## src/rtl/pipe_pkg.sv

```systemverilog
// pipe_pkg: shared hazard-controller types, defaults and NOP encoding
package pipe_pkg;
    localparam int REG_W_DEF = 5;
    localparam logic [31:0] NOP_INSN = 32'h0000_0000;
    typedef enum logic [1:0] {
        ST_RUN     = 2'd0,
        ST_MEMWAIT = 2'd1,
        ST_ERR     = 2'd2
    } state_t;
endpackage

```

## src/rtl/pipe_lu_detect.sv

```systemverilog
// pipe_lu_detect: combinational load-use hazard compare, $0 never hazards
module pipe_lu_detect #(
    parameter int REG_W = pipe_pkg::REG_W_DEF
) (
    input  logic             memread_ex_i,
    input  logic [REG_W-1:0] writereg_ex_i,
    input  logic [REG_W-1:0] ins_rs_i,
    input  logic [REG_W-1:0] ins_rt_i,
    input  logic             uses_rt_id_i,
    output logic             lu_hazard_o
);
    assign lu_hazard_o = memread_ex_i & (writereg_ex_i != '0) &
                         ((writereg_ex_i == ins_rs_i) | (uses_rt_id_i & (writereg_ex_i == ins_rt_i)));
endmodule

```

## src/rtl/pipe_hazard_ctrl.sv

```systemverilog
// pipe_hazard_ctrl: prioritised stall/flush sequencer with memory-wait timeout and stall counter
module pipe_hazard_ctrl
    import pipe_pkg::*;
#(
    parameter int REG_W        = REG_W_DEF,
    parameter int DMEM_TIMEOUT = 16,
    parameter int CNT_W        = 16
) (
    input  logic             clk,
    input  logic             rst_n,
    input  logic             memread_ex,
    input  logic [REG_W-1:0] writereg_ex,
    input  logic [REG_W-1:0] ins_rs,
    input  logic [REG_W-1:0] ins_rt,
    input  logic             uses_rt_id,
    input  logic             branch_taken_ex,
    input  logic             dmem_req,
    input  logic             dmem_ready,
    output logic             pc_hold,
    output logic             ifid_hold,
    output logic             idex_hold,
    output logic             exmem_hold,
    output logic             ifid_flush,
    output logic             idex_flush,
    output logic             memwb_bubble,
    output logic             dmem_err,
    output logic [CNT_W-1:0] stall_cnt
);
    localparam logic [7:0] TIMEOUT = 8'(DMEM_TIMEOUT);

    state_t           state_q, state_d;
    logic [7:0]       wcnt_q, wcnt_d;
    logic             err_q, err_d;
    logic [CNT_W-1:0] stall_q;
    logic             lu_hazard, mem_stall, hold, flush, lu_stall;

    pipe_lu_detect #(.REG_W(REG_W)) u_lu (
        .memread_ex_i (memread_ex),
        .writereg_ex_i(writereg_ex),
        .ins_rs_i     (ins_rs),
        .ins_rt_i     (ins_rt),
        .uses_rt_id_i (uses_rt_id),
        .lu_hazard_o  (lu_hazard)
    );

    assign mem_stall = dmem_req & ~dmem_ready;

    // RUN and a released MEMWAIT share one priority chain; ERR freezes everything
    always_comb begin
        hold     = (state_q == ST_ERR) | mem_stall;
        flush    = ~hold & branch_taken_ex;
        lu_stall = ~hold & ~branch_taken_ex & lu_hazard;
    end

    assign pc_hold      = rst_n & (hold | lu_stall);
    assign ifid_hold    = rst_n & (hold | lu_stall);
    assign idex_hold    = rst_n & hold;
    assign exmem_hold   = rst_n & hold;
    assign ifid_flush   = rst_n & flush;
    assign idex_flush   = rst_n & (flush | lu_stall);
    assign memwb_bubble = rst_n & hold;
    assign dmem_err     = err_q;
    assign stall_cnt    = stall_q;

    // next state: count wait cycles, escalate to ERR when the budget is used up
    always_comb begin
        state_d = state_q;
        wcnt_d  = wcnt_q;
        err_d   = err_q;
        case (state_q)
            ST_RUN: begin
                if (mem_stall) begin
                    state_d = ST_MEMWAIT;
                    wcnt_d  = 8'd1;
                end
            end
            ST_MEMWAIT: begin
                if (mem_stall) begin
                    wcnt_d = wcnt_q + 8'd1;
                    if (wcnt_d == TIMEOUT) begin
                        state_d = ST_ERR;
                        err_d   = 1'b1;
                    end
                end else begin
                    state_d = ST_RUN;
                    wcnt_d  = 8'd0;
                end
            end
            default: state_d = ST_ERR;
        endcase
    end

    // state, wait counter and sticky error registers
    always_ff @(posedge clk or negedge rst_n) begin
        if (!rst_n) begin
            state_q <= ST_RUN;
            wcnt_q  <= 8'd0;
            err_q   <= 1'b0;
        end else begin
            state_q <= state_d;
            wcnt_q  <= wcnt_d;
            err_q   <= err_d;
        end
    end

    // saturating count of cycles the PC is frozen
    always_ff @(posedge clk or negedge rst_n) begin
        if (!rst_n) stall_q <= '0;
        else if (pc_hold && !(&stall_q)) stall_q <= stall_q + CNT_W'(1);
    end
endmodule

```

## config.mk

```make
export PLATFORM = sky130hd
export DESIGN_NAME = pipe_hazard_ctrl
export DESIGN_NICKNAME = d
export VERILOG_FILES = /design/src/rtl/pipe_pkg.sv /design/src/rtl/pipe_lu_detect.sv /design/src/rtl/pipe_hazard_ctrl.sv
export SDC_FILE = /design/constraint.sdc
export NUM_CORES = 1
export LEC_CHECK = 0
export CAP_MARGIN = 10
export CELL_PAD_IN_SITES_DETAIL_PLACEMENT = 1
export CELL_PAD_IN_SITES_GLOBAL_PLACEMENT = 1
export CORE_MARGIN = 3
export CORE_UTILIZATION = 30
export DETAILED_ROUTE_END_ITERATION = 10
export HOLD_SLACK_MARGIN = 0.1
export PLACE_DENSITY_LB_ADDON = 0.1
export SYNTH_ARGS = -nofsm -noshare
export SYNTH_HDL_FRONTEND = slang
export SYNTH_SLANG_ARGS = --single-unit
```

## constraint.sdc

```tcl
create_clock -name clk -period 2 [get_ports clk]
set_input_delay 0.2 -clock clk [delete_from_list [all_inputs] [get_ports clk]]
set_output_delay 0.2 -clock clk [all_outputs]
set_load 0.01 [all_outputs]
```

# == Word-level counts from Yosys, hierarchy flattened ==
# Index checks and enable logic that the tools add are counted.
# totals
regBits,27
input_bits,22
out_inout_bits,24
wordCells,47
# classes
addsub,2
eq_ne,7
muxes,7
bitwise,18
n_reduce_logical,9
# ops
operator,count
"16-bit by 1-bit adder with 16-bit output, second input constant",1
8-bit two-way mux,2
8-bit one-hot mux with 2 select lines,1
16-bit AND reduction,1
1-bit AND,11
5-bit == test,2
"8-bit by 1-bit adder with 8-bit output, second input constant",1
"8-bit by 5-bit == test with 1-bit output, second input constant",1
2-bit two-way mux,3
5-bit nonzero test,1
1-bit OR,4
2-bit one-hot mux with 2 select lines,1
2-bit AND reduction,2
"3-bit inequality test, second input constant",1
1-bit NOT,3
3-bit AND reduction,1
"2-bit by 1-bit == test with 1-bit output, second input constant",1
"2-bit == test, second input constant",1
2-bit zero test,1
"2-bit inequality test, second input constant",1
2-bit nonzero test,1
1-bit logical AND,1
1-bit zero test,1

# == Logic depth before layout (Yosys ltp) ==
# logic_depth
word_depth,9
mapped_depth,7
mapped_depth_nobuf,7

# == Modules after synthesis ==
# Synthesis repeated with hierarchy kept, for this count alone.
# hier_totals
hier_cells,165
hier_area_um2,1619.1
# modules_own_cells
mod,instances,cells_per_inst,area_per_inst_um2,seq_area_each_um2
pipe_hazard_ctrl,1,148,1486.4,675.6
pipe_lu_detect,1,17,132.6,0.0

# == Worst setup path after synthesis ==
# Ideal clock, no wire load.
# synth_timing
path_type,register to register
start,reg stall_q[2] (netlist: stall_cnt[2])
end,reg stall_q[1] (netlist: stall_cnt[1])
setup_time_ps,125
arrival_ps,1712
required_time_ps,1875
path_slack_ps,163
path_stages_with_launch,6
path_buffers,0
period_less_slack_ps,1837
path_cell_list,dfrtp_1 -> nand3_1 -> nor4_1 -> nor3b_1 -> a31oi_4 -> mux2_4
# synth_via
elab_chain_len,3
# synth_lines
element,line,rtl
"start, declared",pipe_hazard_ctrl.sv:34,logic [CNT_W-1:0] stall_q;
"start signal, assigned",pipe_hazard_ctrl.sv:109,else if (pc_hold && !(&stall_q)) stall_q <= stall_q + CNT_W'(1);
16-bit AND reduction,pipe_hazard_ctrl.sv:109,
1-bit zero test,pipe_hazard_ctrl.sv:109,
1-bit logical AND,pipe_hazard_ctrl.sv:109,
# No other way between the ends.
# A chain may end at the register's enable or synchronous reset.

# == Final worst setup path ==
# layout_timing
start,in writereg_ex[4]
end,out idex_flush
# layout_via
elab_chain_len,7
word_cells_on_any_way,10
cone_classes,2 x eq/ne; 7 x bitwise; 1 x reduce/logical
# layout_lines
element,line,rtl
"start, declared",pipe_hazard_ctrl.sv:12,"input logic [REG_W-1:0] writereg_ex,"
5-bit == test,pipe_lu_detect.sv:13,((writereg_ex_i == ins_rs_i) | (uses_rt_id_i & (writereg_ex_i == ins_rt_i)));
1-bit AND,pipe_lu_detect.sv:13,
1-bit OR,pipe_lu_detect.sv:13,
1-bit AND (*),pipe_lu_detect.sv:12,assign lu_hazard_o = memread_ex_i & (writereg_ex_i != '0) &
1-bit AND (*),pipe_hazard_ctrl.sv:52,lu_stall = ~hold & ~branch_taken_ex & lu_hazard;
1-bit OR (*),pipe_hazard_ctrl.sv:60,assign idex_flush = rst_n & (flush | lu_stall);
1-bit AND (*),pipe_hazard_ctrl.sv:60,
"end, declared",pipe_hazard_ctrl.sv:24,"output logic idex_flush,"
# Mark *: on every way between the ends. The rest lies on a longest branch, timed or not.

==> impl_metrics.csv <==
group,metric,value,unit
sta,final.setup.worst_slack,0.0506,ns
sta,setup_viol_count_final,0,
yosys,synth_top_family_by_area,"simple AND/OR/NAND/NOR gates",
sta,slew_headroom,0.682,
floorplan,die_h,78.6,um
sta,finalCritPeriodShare,0.975,
yosys,synth_compound_area_frac,0.123,
drt,ant_nets,0,
sta,hold_violations,0,
global_route,overflow,0,
drt,initialDrtViolationCount,27,
run,drv_cap,0,
finish,antennaDiodeCount,0,
global_route,antenna_found_initial,0,
sta,clock_skew,0.00288,ns
clocking,cts_tree,"built",
worst_setup_path,worstPathRequired,1.80,ns
drt,vias_per_cell,5.02,
place,routabilityCongestion,0.821,
yosys,syn_inst,165,
clocking,root_buffer,"clkbuf_8",
worst_setup_path,timing.rr.start,"stall_cnt[9]$_DFFE_PN0P_",
clocking,clock_latency,0.27,ns
drt,vias,1572,
global_route,grt_max_degree,19,
finish,nets,271,
floorplan,dieWidth,78.6,um
clocking,numCtsBuffers,3,
place,pre_cts_slack,-0.314,ns
clocking,cts_buffer_depth,2,
drt,drc,0,
yosys,synthTopCellsByCount,"27 x dfrtp_1, 16 x nand2_1, 16 x xnor2_1",
yosys,synth-async-reset-ratio,1.00,
sta,rsz0062_at_grt,"yes",
sta,tns,0,ns
finish,syn2layout_area_growth,55.2,%
yosys,yosysSeqAreaShare,0.427,
yosys,synth.cell_area,1580,um2
yosys,synth_seq_cells,27,
place,numPortBuffers,45,
worst_setup_path,setup.worst_path.end_class,"output port",
yosys,synth_area_per_cell,9.59,um2
power,ir_drop,348,uV
drt,firstDrtPassIters,4,
global_route,grt_pass1_wl,8100,um
yosys,yosys_most_used_dff,"dfrtp_1",
sta,hold-worst-slack,0.260,ns
worst_setup_path,rr_worst_depth,6,
floorplan,initial_core_util,0.322,
yosys,synth-warning-count,0,
floorplan,fp.dieArea,6180,um2
worst_setup_path,reg2reg_slack,0.09,ns
yosys,synth_area_leaders,"dfrtp_1 43%, xnor2_1 8.9%, xor2_1 4.4%",
yosys,synth-simple-area-share,0.255,
yosys,synth_edf_count,0,
sta,period_needed,1.95,ns
yosys,synth_xor_area_frac,0.133,
yosys,synthesis.nets,189,
yosys,yosys.cell_types.count,40,
finish,multi_input_area,926,um2
outcome,status,"complete, no violations",
worst_setup_path,regToRegEndpoint,"stall_cnt[1]$_DFFE_PN0P_",
global_route,grt_pass1_vias,1730,
finish,register_area,677,um2
place,dp_hpwl,3770,um
sta,slew_violations,0,
clocking,clk_pin_slew,0.10,ns
yosys,synth_most_common_cell,"dfrtp_1",
yosys,synth_top_area_share,0.427,
power,power_density,620,nW/um2
floorplan,rows,25,
finish,drive_gt1_frac,0.244,
drt,wl_per_cell,15.5,um
sta,timing.fmax,513,MHz
finish,fillCellCount,592,
min_path,hold_class,"primary input to async pin",
floorplan,core_area,4910,um2
clocking,cts_max_level,1,
drt,drt-total-wl,4850,um
worst_setup_path,startpoint_type,"primary input",
clocking,cts_sinks,27,
yosys,synth.mux.area_fraction,0.0158,
worst_setup_path,cp_data_arrival_time,1.75,ns
power,p_leak,0.00109,uW
worst_setup_path,crit_type,"primary input to output port",
worst_setup_path,path_max_fanout,3,
global_route,grtUsageTotal,0.163,
yosys,synth_fa_ha_area_frac,0.0158,
power,power,1520,uW
sta,worst_slew_pin_slew,0.474,ns
yosys,synth_area_leader_cell,"dfrtp_1",
floorplan,pin_count,46,
==> metal layers <==
| metal | share of wire | routed length (um) | track usage | vias to the layer above |
|---|---|---|---|---|
| met1 | 0.45 | 2170 | 0.202 | 773 |
| met5 | 0 | 0 | 0 | - |
| met2 | 0.49 | 2390 | 0.289 | 45 |
| met3 | 0.055 | 265 | 0.0356 | 2 |
| li1 | - | - | - | 752 |
| met4 | 0.0056 | 27 | 0.0385 | 0 |
==> final cells by class <==
type / count / area share
Timing Repair Buffer: 81 / 0.290
Inverter: 3 / 0.00458
Multi-Input combinational cell: 131 / 0.377
Tap cell: 67 / 0.0341
Sequential cell: 27 / 0.276
Clock buffer: 4 / 0.0183
==> sequential cells by signal, summed over array words and instances (netlist names) <==
register and flops:
state_q 2, wcnt_q 8, stall_cnt 16, dmem_err 1
==> what timing repair did <==
action | CTS | global route
cloned | 0 | 1
pin swaps | 3 | 5
endpoints found under the setup margin | 11 | 16
hold buffers | 2 | 0
resized for setup | 13 | 11
setup buffers | 0 | 2
hold endpoints to repair | 9 | 0
==> worst max-delay path, cell delays in order <==
cell and delay (ns):
clkdlybuf4s50_1 0.47, or4_4 0.45, nor2_4 0.14, nor3b_4 0.06, a21o_2 0.21, clkdlybuf4s15_2 0.22
==> placed cells by master (no fill, tap or decap), types with 7 or more instances in the layout <==
cell	synthesis	layout
clkdlybuf4s50_1	0	39
buf_4	3	34
dfrtp_1	27	26
nand2_1	16	16
xnor2_1	16	15
nand3_1	11	11
o21ai_0	10	10
and3_1	8	8
xor2_1	8	8
nor2_1	9	8
nand4_1	7	7
==> how the worst max path moves through the flow <==
stage / start / to / slack, ns / cells after the start
CTS: dmem_req / exmem_hold / 0.02 / 6
finish: writereg_ex[4] / idex_flush / 0.05 / 6
floorplan: stall_cnt[2]$_DFFE_PN0P_ / stall_cnt[1]$_DFFE_PN0P_ / 0.16 / 5
detailed placement: writereg_ex[0] / ifid_hold / -0.31 / 7
global route: stall_cnt[9]$_DFFE_PN0P_ / stall_cnt[14]$_DFFE_PN0P_ / -0.02 / 8
global placement: writereg_ex[3] / pc_hold / -0.28 / 6
==> logic make-up (layout without fill, tap and decap cells) <==
kind of cell	count (synthesis)	after routing
fa+ha+maj	2	2
buf+inv	8	88
simple gates	73	73
compound gates	29	30
mux	2	2
xor+xnor	24	24
flops	27	27
==> power breakdown <==
group	internal, uW	total (uW)	switching [uW]
Clock	143	322	179
Sequential	607	651	44.8
Combinational	314	550	236
==> through the flow <==
step | utilization | instance area, um2 | std cells
3_3_place_gp | 0.472 | 2320 | 304
2_1_floorplan | - | 1580 | 165
5_1_grt | 0.500 | 2460 | 313
3_5_place_dp | 0.472 | 2320 | 304
4_1_cts | 0.488 | 2400 | 310
6_report | 0.500 | 2460 | 313
Power figures use the tool's default switching activity.
